File: src/rtl/iob2axil.sv
// IOb slave to AXI4-Lite master bridge.
// One outstanding transaction at a time; writes issue AW and W together,
// reads issue AR and return the R data as a one-cycle iob_rvalid_o pulse.
module iob2axil #(
    parameter int ADDR_W = 32,
    parameter int DATA_W = 32
) (
    input  logic                  clk_i,
    input  logic                  arst_i,
    input  logic                  cke_i,

    input  logic                  iob_avalid_i,
    input  logic [ADDR_W-1:0]     iob_addr_i,
    input  logic [DATA_W-1:0]     iob_wdata_i,
    input  logic [DATA_W/8-1:0]   iob_wstrb_i,
    output logic                  iob_rvalid_o,
    output logic [DATA_W-1:0]     iob_rdata_o,
    output logic                  iob_ready_o,

    output logic [ADDR_W-1:0]     axil_awaddr_o,
    output logic [2:0]            axil_awprot_o,
    output logic                  axil_awvalid_o,
    input  logic                  axil_awready_i,

    output logic [DATA_W-1:0]     axil_wdata_o,
    output logic [DATA_W/8-1:0]   axil_wstrb_o,
    output logic                  axil_wvalid_o,
    input  logic                  axil_wready_i,

    input  logic [1:0]            axil_bresp_i,
    input  logic                  axil_bvalid_i,
    output logic                  axil_bready_o,

    output logic [ADDR_W-1:0]     axil_araddr_o,
    output logic [2:0]            axil_arprot_o,
    output logic                  axil_arvalid_o,
    input  logic                  axil_arready_i,

    input  logic [DATA_W-1:0]     axil_rdata_i,
    input  logic [1:0]            axil_rresp_i,
    input  logic                  axil_rvalid_i,
    output logic                  axil_rready_o,

    output logic                  err_o
);

    typedef enum logic [2:0] {
        IDLE,
        WR_REQ,
        WR_RESP,
        RD_REQ,
        RD_DATA
    } state_t;

    state_t                state;
    logic [ADDR_W-1:0]     addr_q;
    logic [DATA_W-1:0]     wdata_q;
    logic [DATA_W/8-1:0]   wstrb_q;
    logic                  aw_done;
    logic                  w_done;
    logic                  aw_hs;
    logic                  w_hs;

    // Address, data and strobes come straight from the request registers,
    // so they stay stable for as long as any valid is high.
    assign axil_awaddr_o = addr_q;
    assign axil_araddr_o = addr_q;
    assign axil_wdata_o  = wdata_q;
    assign axil_wstrb_o  = wstrb_q;
    assign axil_awprot_o = 3'b000;
    assign axil_arprot_o = 3'b000;

    assign aw_hs = axil_awvalid_o && axil_awready_i;
    assign w_hs  = axil_wvalid_o && axil_wready_i;

    // Transaction FSM with all handshake outputs registered.
    always_ff @(posedge clk_i or negedge arst_i) begin
        if (!arst_i) begin
            state          <= IDLE;
            addr_q         <= '0;
            wdata_q        <= '0;
            wstrb_q        <= '0;
            aw_done        <= 1'b0;
            w_done         <= 1'b0;
            iob_ready_o    <= 1'b1;
            iob_rvalid_o   <= 1'b0;
            iob_rdata_o    <= '0;
            axil_awvalid_o <= 1'b0;
            axil_wvalid_o  <= 1'b0;
            axil_bready_o  <= 1'b0;
            axil_arvalid_o <= 1'b0;
            axil_rready_o  <= 1'b0;
            err_o          <= 1'b0;
        end else if (cke_i) begin
            iob_rvalid_o <= 1'b0;
            err_o        <= 1'b0;
            case (state)
                IDLE: begin
                    if (iob_avalid_i) begin
                        addr_q      <= iob_addr_i;
                        wdata_q     <= iob_wdata_i;
                        wstrb_q     <= iob_wstrb_i;
                        iob_ready_o <= 1'b0;
                        aw_done     <= 1'b0;
                        w_done      <= 1'b0;
                        if (iob_wstrb_i != '0) begin
                            state          <= WR_REQ;
                            axil_awvalid_o <= 1'b1;
                            axil_wvalid_o  <= 1'b1;
                        end else begin
                            state          <= RD_REQ;
                            axil_arvalid_o <= 1'b1;
                        end
                    end
                end
                WR_REQ: begin
                    // AW and W complete independently, in either order or together.
                    if (aw_hs) begin
                        axil_awvalid_o <= 1'b0;
                        aw_done        <= 1'b1;
                    end
                    if (w_hs) begin
                        axil_wvalid_o <= 1'b0;
                        w_done        <= 1'b1;
                    end
                    if ((aw_done || aw_hs) && (w_done || w_hs)) begin
                        state         <= WR_RESP;
                        axil_bready_o <= 1'b1;
                    end
                end
                WR_RESP: begin
                    if (axil_bvalid_i) begin
                        state         <= IDLE;
                        axil_bready_o <= 1'b0;
                        iob_ready_o   <= 1'b1;
                        aw_done       <= 1'b0;
                        w_done        <= 1'b0;
                        err_o         <= (axil_bresp_i != 2'b00);
                    end
                end
                RD_REQ: begin
                    if (axil_arready_i) begin
                        state          <= RD_DATA;
                        axil_arvalid_o <= 1'b0;
                        axil_rready_o  <= 1'b1;
                    end
                end
                RD_DATA: begin
                    if (axil_rvalid_i) begin
                        state         <= IDLE;
                        axil_rready_o <= 1'b0;
                        iob_rdata_o   <= axil_rdata_i;
                        iob_rvalid_o  <= 1'b1;
                        iob_ready_o   <= 1'b1;
                        err_o         <= (axil_rresp_i != 2'b00);
                    end
                end
                default: begin
                    state <= IDLE;
                end
            endcase
        end
    end

endmodule

File: config.mk
export PLATFORM = sky130hd
export DESIGN_NAME = iob2axil
export DESIGN_NICKNAME = d
export VERILOG_FILES = /design/src/rtl/iob2axil.sv
export SDC_FILE = /design/constraint.sdc
export NUM_CORES = 1
export LEC_CHECK = 0
export ABC_AREA = 0
export BUFFER_PORTS_ARGS = -buffer_cell sky130_fd_sc_hd__buf_2
export CAP_MARGIN = 20
export CELL_PAD_IN_SITES_DETAIL_PLACEMENT = 1
export CELL_PAD_IN_SITES_GLOBAL_PLACEMENT = 1
export CORE_ASPECT_RATIO = 0.8
export CORE_MARGIN = 2
export CORE_UTILIZATION = 37
export CTS_CLUSTER_SIZE = 10
export DETAILED_ROUTE_END_ITERATION = 16
export GPL_ROUTABILITY_DRIVEN = 0
export PLACE_DENSITY = 0.82
export SETUP_SLACK_MARGIN = 0.3
export SKIP_CTS_REPAIR_TIMING = 1
export SLEW_MARGIN = 10
export SYNTH_ARGS = -nofsm -noshare
export SYNTH_HDL_FRONTEND = slang
export SYNTH_SLANG_ARGS = --single-unit
File: constraint.sdc
create_clock -name clk_i -period 4.35 [get_ports clk_i]
set_input_delay 0 -clock clk_i [delete_from_list [all_inputs] [get_ports clk_i]]
set_output_delay 0 -clock clk_i [all_outputs]
set_load 0.02 [all_outputs]
# --- Word level (Yosys, flattened, before mapping) ---
# Index checks and enable logic that the tools add are counted.
word_totals:
  out_inout_bits: 146
  in_bits: 113
  ff_bits: 113
  word_cells: 90
classes:
  n_eq_ne: 13
  n_mux: 36
  n_reduce_logical: 26
op_table:
  columns: ["op", "count"]
  rows:
  - ["5-bit AND reduction", 6]
  - ["1-bit 2-to-1 mux", 20]
  - ["2-bit inequality test, second input constant", 9]
  - ["3-bit 2-to-1 mux", 5]
  - ["3-bit one-hot mux with 5 select lines", 1]
  - ["1-bit one-hot mux with 2 select lines", 6]
  - ["2-bit nonzero test", 6]
  - ["1-bit one-hot mux with 3 select lines", 3]
  - ["4-bit AND reduction", 2]
  - ["3-bit by 2-bit equality test with 1-bit output, second input constant", 2]
  - ["3-bit AND reduction", 2]
  - ["6-bit AND reduction", 1]
  - ["3-bit nonzero test", 2]
  - ["4-bit nonzero test", 1]
  - ["3-bit by 1-bit equality test with 1-bit output, second input constant", 1]
  - ["3-bit equality test, second input constant", 1]
  - ["1-bit logical AND", 3]
  - ["3-bit logical NOT", 1]
  - ["1-bit logical OR", 2]
  - ["2-bit 2-to-1 mux", 1]

# --- Logic depth before layout (Yosys ltp) ---
# Gate-level depths: netlist of the first run.
depth:
  word_depth: 5
  ltp_mapped: 4
  mapped_depth_nobuf: 3

# --- Worst setup path after synthesis of the first run ---
# No wires, ideal clock.
synth_timing:
  path_kind: "register -> register"
  start: "register state[2]"
  end: "register addr_q[10] (netlist: axil_araddr_o[10])"
  period_less_slack_ns: 1.389
  t_required_ns: 4.222
  t_arrival_ns: 1.261
  path_stages_with_launch: 5
  path_slack_ns: 2.961
  cell_sequence: "dfrtp_1 > and2b_1 > nand3_2 > buf_2 > mux2_1"
synth_between:
  elab_chain_len: 2
synth_rtl:
  columns: ["element", "line_no", "text"]
  rows:
  - ["start: declaration", "55", "state_t state;"]
  - ["start signal: assignment", "79", "state <= IDLE;"]
  - ["start signal: assignment", "107", "state <= WR_REQ;"]
  - ["start signal: assignment", "111", "state <= RD_REQ;"]
  - ["3-bit logical NOT", "97", "case (state)"]
  - ["3-bit AND reduction (no source line)", null, null]
  - ["end signal: assignment", "100", "addr_q <= iob_addr_i;"]
  - ["end: declaration", "56", "logic [ADDR_W-1:0] addr_q;"]
# No other way between the ends.
# A chain may end at the register's enable or synchronous reset.

# --- Worst setup path in the final report of the first run ---
layout_timing:
  start: "register state[1]"
  end: "register err_o"
layout_between:
  elab_chain_len: 2
  word_cells_on_any_way: 3
  cone_classes: "2 x eq/ne; 1 x mux"
layout_rtl:
  columns: ["element", "line_no", "text"]
  rows:
  - ["3-bit equality test / 3-bit by 2-bit equality test with 1-bit output (equally long branches)", "97", null]
  - ["1-bit one-hot mux with 2 select lines (*)", "97", null]
  - ["end signal: assignment", "138", "err_o <= (axil_bresp_i != 2'b00);"]
  - ["end signal: assignment", "155", "err_o <= (axil_rresp_i != 2'b00);"]
  - ["end: declaration", "44", "output logic err_o"]
# Mark *: on every way between the ends. The rest lies on a longest branch, timed or not.

==> impl_metrics.csv, run 1 <==
group,metric,value,unit
setup_path,crit_chain,"nor2_4 -> o2111ai_1 -> dlygate4sd3_1 -> a31oi_1 -> dlygate4sd3_1",
final_layout,utilization,61.3,%
sta,worst_hold_slack,-0.00219,ns
global_route,grt_pass1_vias,3780,
setup_path,reg2reg_depth,5,
synth,synth_area_leaders,"dfrtp_1, mux2_1, mux2_2",
cts,htree_levels,4,
floorplanning,die_x,130,µm
setup_path,arrival,2.67,ns
final_layout,drive_gt1_share,48.6,%
placed_design,post_dp_cell_area,0.00586,mm²
final_layout,mostFrequentLayoutCells,"buf_2, dfrtp_1, dlygate4sd3_1, mux2_1, mux2_2",
setup_path,crit_type,"reg2reg",
final_layout,layout.nets,766,
cts,cts-root-buf,"clkbuf_16",
sta,fin_crit,2.34,ns
power_and_ir_drop,power_switching,2.13,mW
placed_design,dp_hpwl,9400,µm
power_and_ir_drop,power.static_leakage,3.86,nW
power_and_ir_drop,p_per_area,713,mW/mm²
sta,max_freq,428,MHz
sta,post-route-period-util,53.8,%
synth,synth_warnings,0,
setup_path,cpMaxStageDelayCell,"dlygate4sd3_1",
floorplanning,core,0.0123,mm²
synth,synth_top_area_share,59.5,%
setup_path,cp_data_required_time,4.68,ns
setup_path,crit_path_start_kind,"flip-flop",
job,drv_cap,0,
global_route,grt_overflow,0,
cts,cts_buffers,17,
final_layout,areaGrowthSynthToFinish,60.1,%
synth,synth_fa_ha_area_share,0,%
synth,ys_ff_latch,113,
min_path,min_path_type,"in2reg",
sta,tightestPinTransition,0.891,ns
run_status,violations,"hold timing",
synth,synthSimpleGateAreaFrac,3.24,%
cts,clk_path_buf_depth,2,
setup_path,r2r_start,"state[1]$_DFFE_PN0P_",
cts,clkSinkCount,113,
setup_path,critical-path-max-stage-delay,0.59,ns
routing,ant_nets,0,
cts,clkTransAtPathRegs,0.05,ns
power_and_ir_drop,p_clk_share,25.6,%
sta,worst_slack,2.01,ns
synth,synth_top_family_by_area,"multiplexers",
global_route,grt_max_degree,73,
setup_path,r2r_slack,2.01,ns
run_status,status,"finished, violations left",
routing,first_iter_violations,88,
floorplanning,initial_core_util,38.3,%
power_and_ir_drop,seq_power_share,34.3,%
min_path,min_to,"state[0]$_DFFE_PN0P_",
setup_path,end_kind,"flip-flop",
global_route,grt_pass1_wl,19400,µm
sta,maxSlewViolCount,0,
routing,vias_per_cell,4.62,
global_route,antenna_found_initial,1,
synth,avgSynthCellArea,14.7,µm²
synth,syn_inst,321,
final_layout,fin_area,0.00754,mm²
placed_design,io_buffers,252,
power_and_ir_drop,power_frac_comb,40.2,%
floorplanning,rows,36,
setup_path,cpLargestDelayFamily,"buffers and inverters",
routing,post-route-drc-count,0,
routing,vias,3866,
setup_path,cpMostUsedCell,"dlygate4sd3_1",
synth,synth_compound_area_share,4.14,%
sta,setup_viol,0,
cts,cts_tree,"done",
setup_path,critPathMaxFanout,14,
min_path,hp-start,"axil_arready_i",
power_and_ir_drop,switching_share,39.6,%
power_and_ir_drop,peakVddDrop,0.332,mV
routing,firstDrtPassIters,4,
final_layout,final_common_cell,"buf_2",
floorplanning,io_pins,259,
setup_path,reg2reg_to,"err_o$_DFFE_PN0P_",
routing,wire_per_inst,19.1,µm
placed_design,post-place-ws,1.77,ns
setup_path,critPathBufInv,2,
synth,synth_mux_area_share,24.1,%
floorplanning,die_h,105,µm
final_layout,fillers,1280,
sta,clock_skew,0.0104,ns
sta,rsz0062_at_grt,"false",
synth,syn_area,0.00471,mm²
cts,insertion_delay,0.40,ns
power_and_ir_drop,p_int,3.25,mW
synth,synth_xor_area_share,0.186,%
min_path,hold_depth,4,
floorplanning,die_area,0.0137,mm²
sta,relSlewSlack,40.1,%
routing,wl,16000,µm
synth,yosysSeqAreaShare,60.1,%
sta,hold_viol,2,
synth,ys_types,41,
synth,yosys.area.top_type,"dfrtp_1",
global_route,grt_usage,18.4,%
sta,fin_tns_setup,0,ns
==> worst max-delay path by stage <==
| stage | slack (ns) | endpoint | startpoint | cells after the start |
|---|---|---|---|---|
| floorplan | 2.96 | axil_araddr_o[10]$_DFFE_PN0P_ | state[2]$_DFFE_PN0P_ | 4 |
| global placement | 1.90 | axil_araddr_o[25]$_DFFE_PN0P_ | state[2]$_DFFE_PN0P_ | 3 |
| detailed placement | 1.77 | axil_wdata_o[13]$_DFFE_PN0P_ | state[2]$_DFFE_PN0P_ | 3 |
| CTS | 1.78 | axil_wdata_o[13]$_DFFE_PN0P_ | state[2]$_DFFE_PN0P_ | 3 |
| global route | 1.90 | err_o$_DFFE_PN0P_ | state[1]$_DFFE_PN0P_ | 5 |
| finish | 2.01 | err_o$_DFFE_PN0P_ | state[1]$_DFFE_PN0P_ | 5 |
==> power groups by stage <==
stage / clock network (mW) / logic (mW) / registers, mW
3_3_place_gp: 0 / 2.00 / 1.79
2_1_floorplan: 0 / 0.925 / 2.31
3_5_place_dp: 0 / 2.06 / 1.83
5_1_grt: 1.45 / 2.30 / 1.90
6_report: 1.38 / 2.16 / 1.84
4_1_cts: 1.39 / 2.06 / 1.82
==> layer usage <==
| layer | global-route usage, % | up-vias | share of wire, % |
|---|---|---|---|
| met1 | 20.1 | 1903 | 36 |
| met2 | 31.9 | 175 | 55 |
| met3 | 7.12 | 30 | 7.1 |
| li1 | - | 1758 | - |
| met5 | 0 | - | 0 |
| met4 | 7.60 | 0 | 2.2 |
==> stage by stage <==
step / power, mW / hold slack (ns) / instances
3_5_place_dp: 3.88 / 0.0949 / 698
4_1_cts: 5.27 / -0.332 / 729
6_report: 5.38 / -0.00219 / 837
3_3_place_gp: 3.78 / 0.0785 / 698
2_1_floorplan: 3.24 / -0.296 / 326
5_1_grt: 5.65 / 0.00846 / 837
==> tightest hold or removal path: cells and delay by family <==
family,cells,cell delay (ns)
AOI/OAI and AO/OA,2,0.16
and+or+nand+nor,1,0.06
buffers and inverters,1,0.11
==> layout make-up <==
| cell class | instances | area, µm² | area share [%] |
|---|---|---|---|
| clock buffer | 26 | 509 | 6.75 |
| multi-input combinational | 154 | 1520 | 20.2 |
| sequential | 113 | 2830 | 37.5 |
| timing repair buffer | 360 | 2360 | 31.3 |
| tap | 171 | 214 | 2.84 |
| inverter | 7 | 26.3 | 0.348 |
| clock inverter | 5 | 75.1 | 0.996 |
| antenna | 1 | 2.50 | 0.0332 |
==> cell usage after synthesis, drive strengths merged <==
library cell,number
o2bb2ai,2
and3b,1
a311oi,1
a31oi,1
o21ai,1
o211ai,1
o22ai,1
nor2,3
o21a,1
conb,1
a311o,1
nand2b,4
o21ba,1
dfstp,1
a41oi,1
nor3b,2
a21o,1
nand2,3
nand4,1
and2b,1
o31ai,2
o2111ai,3
dfrtp,112
o221ai,1
mux2,101
a32o,1
nand3,3
o221a,1
inv,7
a21oi,4
o41ai,1
xor2,1
buf,52
nor3,1
nor4b,1
nor4,1
==> cells by family after synthesis <==
kind of cell,after synthesis
flops,113
mux,101
xor+xnor,1
simple gates,21
buf+inv,59
compound gates,25
other cells,1
==> state kept, by name, indices dropped and copies added (netlist names) <==
name,cells
axil_wdata_o,32
iob_rvalid_o,1
axil_wvalid_o,1
err_o,1
aw_done,1
w_done,1
axil_awvalid_o,1
axil_araddr_o,32
iob_ready_o,1
iob_rdata_o,32
axil_wstrb_o,4
axil_bready_o,1
axil_arvalid_o,1
axil_rready_o,1
state,3
(Power assumes the default switching activity.)
==> run 2, diff against run 1 <==
--- a/config.mk
+++ b/config.mk
@@ -12,11 +12,11 @@
 export CELL_PAD_IN_SITES_GLOBAL_PLACEMENT = 1
 export CORE_ASPECT_RATIO = 0.8
 export CORE_MARGIN = 2
-export CORE_UTILIZATION = 37
+export CORE_UTILIZATION = 31
 export CTS_CLUSTER_SIZE = 10
 export DETAILED_ROUTE_END_ITERATION = 16
 export GPL_ROUTABILITY_DRIVEN = 0
-export PLACE_DENSITY = 0.82
+export PLACE_DENSITY = 0.73
 export SETUP_SLACK_MARGIN = 0.3
 export SKIP_CTS_REPAIR_TIMING = 1
 export SLEW_MARGIN = 10
==> constraint.sdc (replaced) <==
create_clock -name clk_i -period 2.1 [get_ports clk_i]
set_input_delay 0 -clock clk_i [delete_from_list [all_inputs] [get_ports clk_i]]
set_output_delay 0 -clock clk_i [all_outputs]
set_load 0.02 [all_outputs]
==> run 2 against run 1 <==
Net effect:
- the flow still finishes with violations (hold timing)
- total power grew 100%
- hold slack lost 0.0016 ns
- sequential share of layout area shrank 0.51 points
- core utilization shrank 10 points
- critical path type unchanged
- highest routed layer unchanged
==> impl_metrics.csv, run 2 (synthesis results as in run 1) <==
group,metric,value,unit
run_status,status,"finished, violations left",
run_status,violations,"hold timing",
global_route,grt_overflow,0,
power_and_ir_drop,p_per_area,1430,mW/mm²
setup_path,cpLargestDelayFamily,"simple AND/OR/NAND/NOR gates",
routing,vias_per_cell,4.50,
cts,cts_tree,"done",
routing,wl,15400,µm
setup_path,crit_type,"reg2reg",
power_and_ir_drop,peakVddDrop,0.653,mV
setup_path,crit_path_start_kind,"flip-flop",
sta,max_freq,613,MHz
sta,rsz0062_at_grt,"false",
cts,htree_levels,4,
final_layout,fillers,1576,
min_path,min_path_type,"in2reg",
routing,vias,3890,
sta,hold_viol,1,
floorplanning,die_area,0.0162,mm²
routing,first_iter_violations,122,
global_route,met1_usage,17.8,%
cts,clk_path_buf_depth,2,
global_route,grt_usage,15.4,%
final_layout,final_common_cell,"buf_2",
setup_path,critPathMaxFanout,13,
global_route,grt_use_met3,5.73,%
floorplanning,core,0.0149,mm²
routing,post-route-drc-count,0,
sta,fin_crit,1.63,ns
global_route,grt_pass1_wl,19100,µm
final_layout,stdcell_count,864,
placed_design,io_buffers,252,
global_route,antenna_found_initial,1,
setup_path,critPathLaunch,"state[1]$_DFFE_PN0P_",
power_and_ir_drop,power.static_leakage,3.91,nW
setup_path,end_kind,"flip-flop",
min_path,hp-start,"axil_rresp_i[0]",
global_route,met2_usage,25.9,%
final_layout,mostFrequentLayoutCells,"buf_2, dfrtp_1, dlygate4sd3_1, mux2_1, mux2_2",
cts,clkSinkCount,113,
cts,cts_buffers,17,
sta,maxSlewViolCount,0,
job,drv_cap,0,
floorplanning,rows,40,
setup_path,crit_chain,"buf_4 -> nor3b_2 -> nor4b_1 -> a311o_1",
setup_path,critical-path-max-stage-delay,0.46,ns
setup_path,cpMaxStageDelayCell,"nor4b_1",
floorplanning,io_pins,259,
floorplanning,die_x,142,µm
placed_design,dp_cells,723,
final_layout,drive_gt1_share,49.3,%
floorplanning,initial_core_util,31.6,%
sta,clock_skew,0.00630,ns
setup_path,arrival,1.96,ns
sta,worst_hold_slack,-0.00376,ns
sta,relSlewSlack,61.7,%
cts,cts-root-buf,"clkbuf_16",
final_layout,layout.nets,777,
cts,insertion_delay,0.41,ns
final_layout,areaGrowthSynthToFinish,62.3,%
sta,fin_tns_setup,0,ns
sta,setup_viol,0,
global_route,grt_max_degree,55,
routing,wire_per_inst,17.9,µm
placed_design,dp_hpwl,9370,µm
setup_path,cp_data_required_time,2.43,ns
sta,tightestPinTransition,0.575,ns
setup_path,critPathBufInv,1,
global_route,grt_pass1_vias,3634,
routing,firstDrtPassIters,4,
cts,clkTransAtPathRegs,0.05,ns
global_route,busiest_layer,"met2",
sta,post-route-period-util,77.7,%
floorplanning,die_h,114,µm
setup_path,r2r_start,"state[1]$_DFFE_PN0P_",
routing,ant_nets,0,
## run 2: cell count changes in the layout (fill, tap and decap cells not counted), sizes merged
| cell | delta |
|---|---|
| buf | +7 |
| bufinv | -1 |
| clkbuf | -4 |
| clkinv | +3 |
| dlygate4sd3 | +3 |
| nand4 | +1 |
## run 2: power breakdown
group	internal [mW]	switching [mW]	total [mW]
Combinational	1.76	2.83	4.59
Sequential	3.13	0.606	3.73
Clock	1.71	0.928	2.64
## run 2: routing by layer
layer | part of all wire, % | routed length (µm) | vias to the layer above
met5 | 0 | 0 | -
met2 | 55 | 8460 | 162
li1 | - | - | 1780
met1 | 37 | 5770 | 1929
met3 | 6.4 | 988 | 19
met4 | 1.5 | 224 | 0
## run 2: final cells by class
type                       count  area (µm²)  area share [%]
multi-input combinational    155        1550            20.2
clock buffer                  22         484            6.33
sequential                   113        2830            37.0
inverter                       7        26.3           0.344
clock inverter                 7        60.1           0.786
timing repair buffer         370        2460            32.2
antenna                        1        2.50          0.0327
tap                          189         236            3.09
## run 2: final timing paths
| check | to | slack [ns] | depth (start not counted) |
|---|---|---|---|
| min reg2reg | axil_wdata_o[0]$_DFFE_PN0P_ | 0.48 | 1 |
| max in group asynchronous | iob_ready_o$_DFFE_PN1P_ | 1.22 | 3 |
| min in group asynchronous | axil_wdata_o[10]$_DFFE_PN0P_ | 0.14 | 2 |
| max | state[1]$_DFFE_PN0P_ | 0.47 | 4 |
| min | err_o$_DFFE_PN0P_ | -0.004 | 3 |
| max reg2reg | state[1]$_DFFE_PN0P_ | 0.47 | 4 |
## run 2: worst reg2reg max path: cells and delay by family, from the launching register on
family / cells / cell delay [ns]
AO/OA/AOI/OAI: 1 / 0.21
AND/OR/NAND/NOR: 2 / 0.76
flip-flops: 1 / 0.40
buffers and inverters: 1 / 0.20
## run 2: per-stage QoR
stage,setup slack (ns),area [µm²],hold WS (ns),util (%),total power [mW]
floorplan,0.711,4730,-0.296,-,6.71
global route,0.414,7640,0.00483,51.2,11.5
finish,0.468,7640,-0.00376,51.2,11.0
CTS,0.330,6520,-0.410,43.7,10.8
detailed placement,0.359,5980,0.0341,40.1,8.10
global placement,0.421,5980,0.0331,40.1,7.92
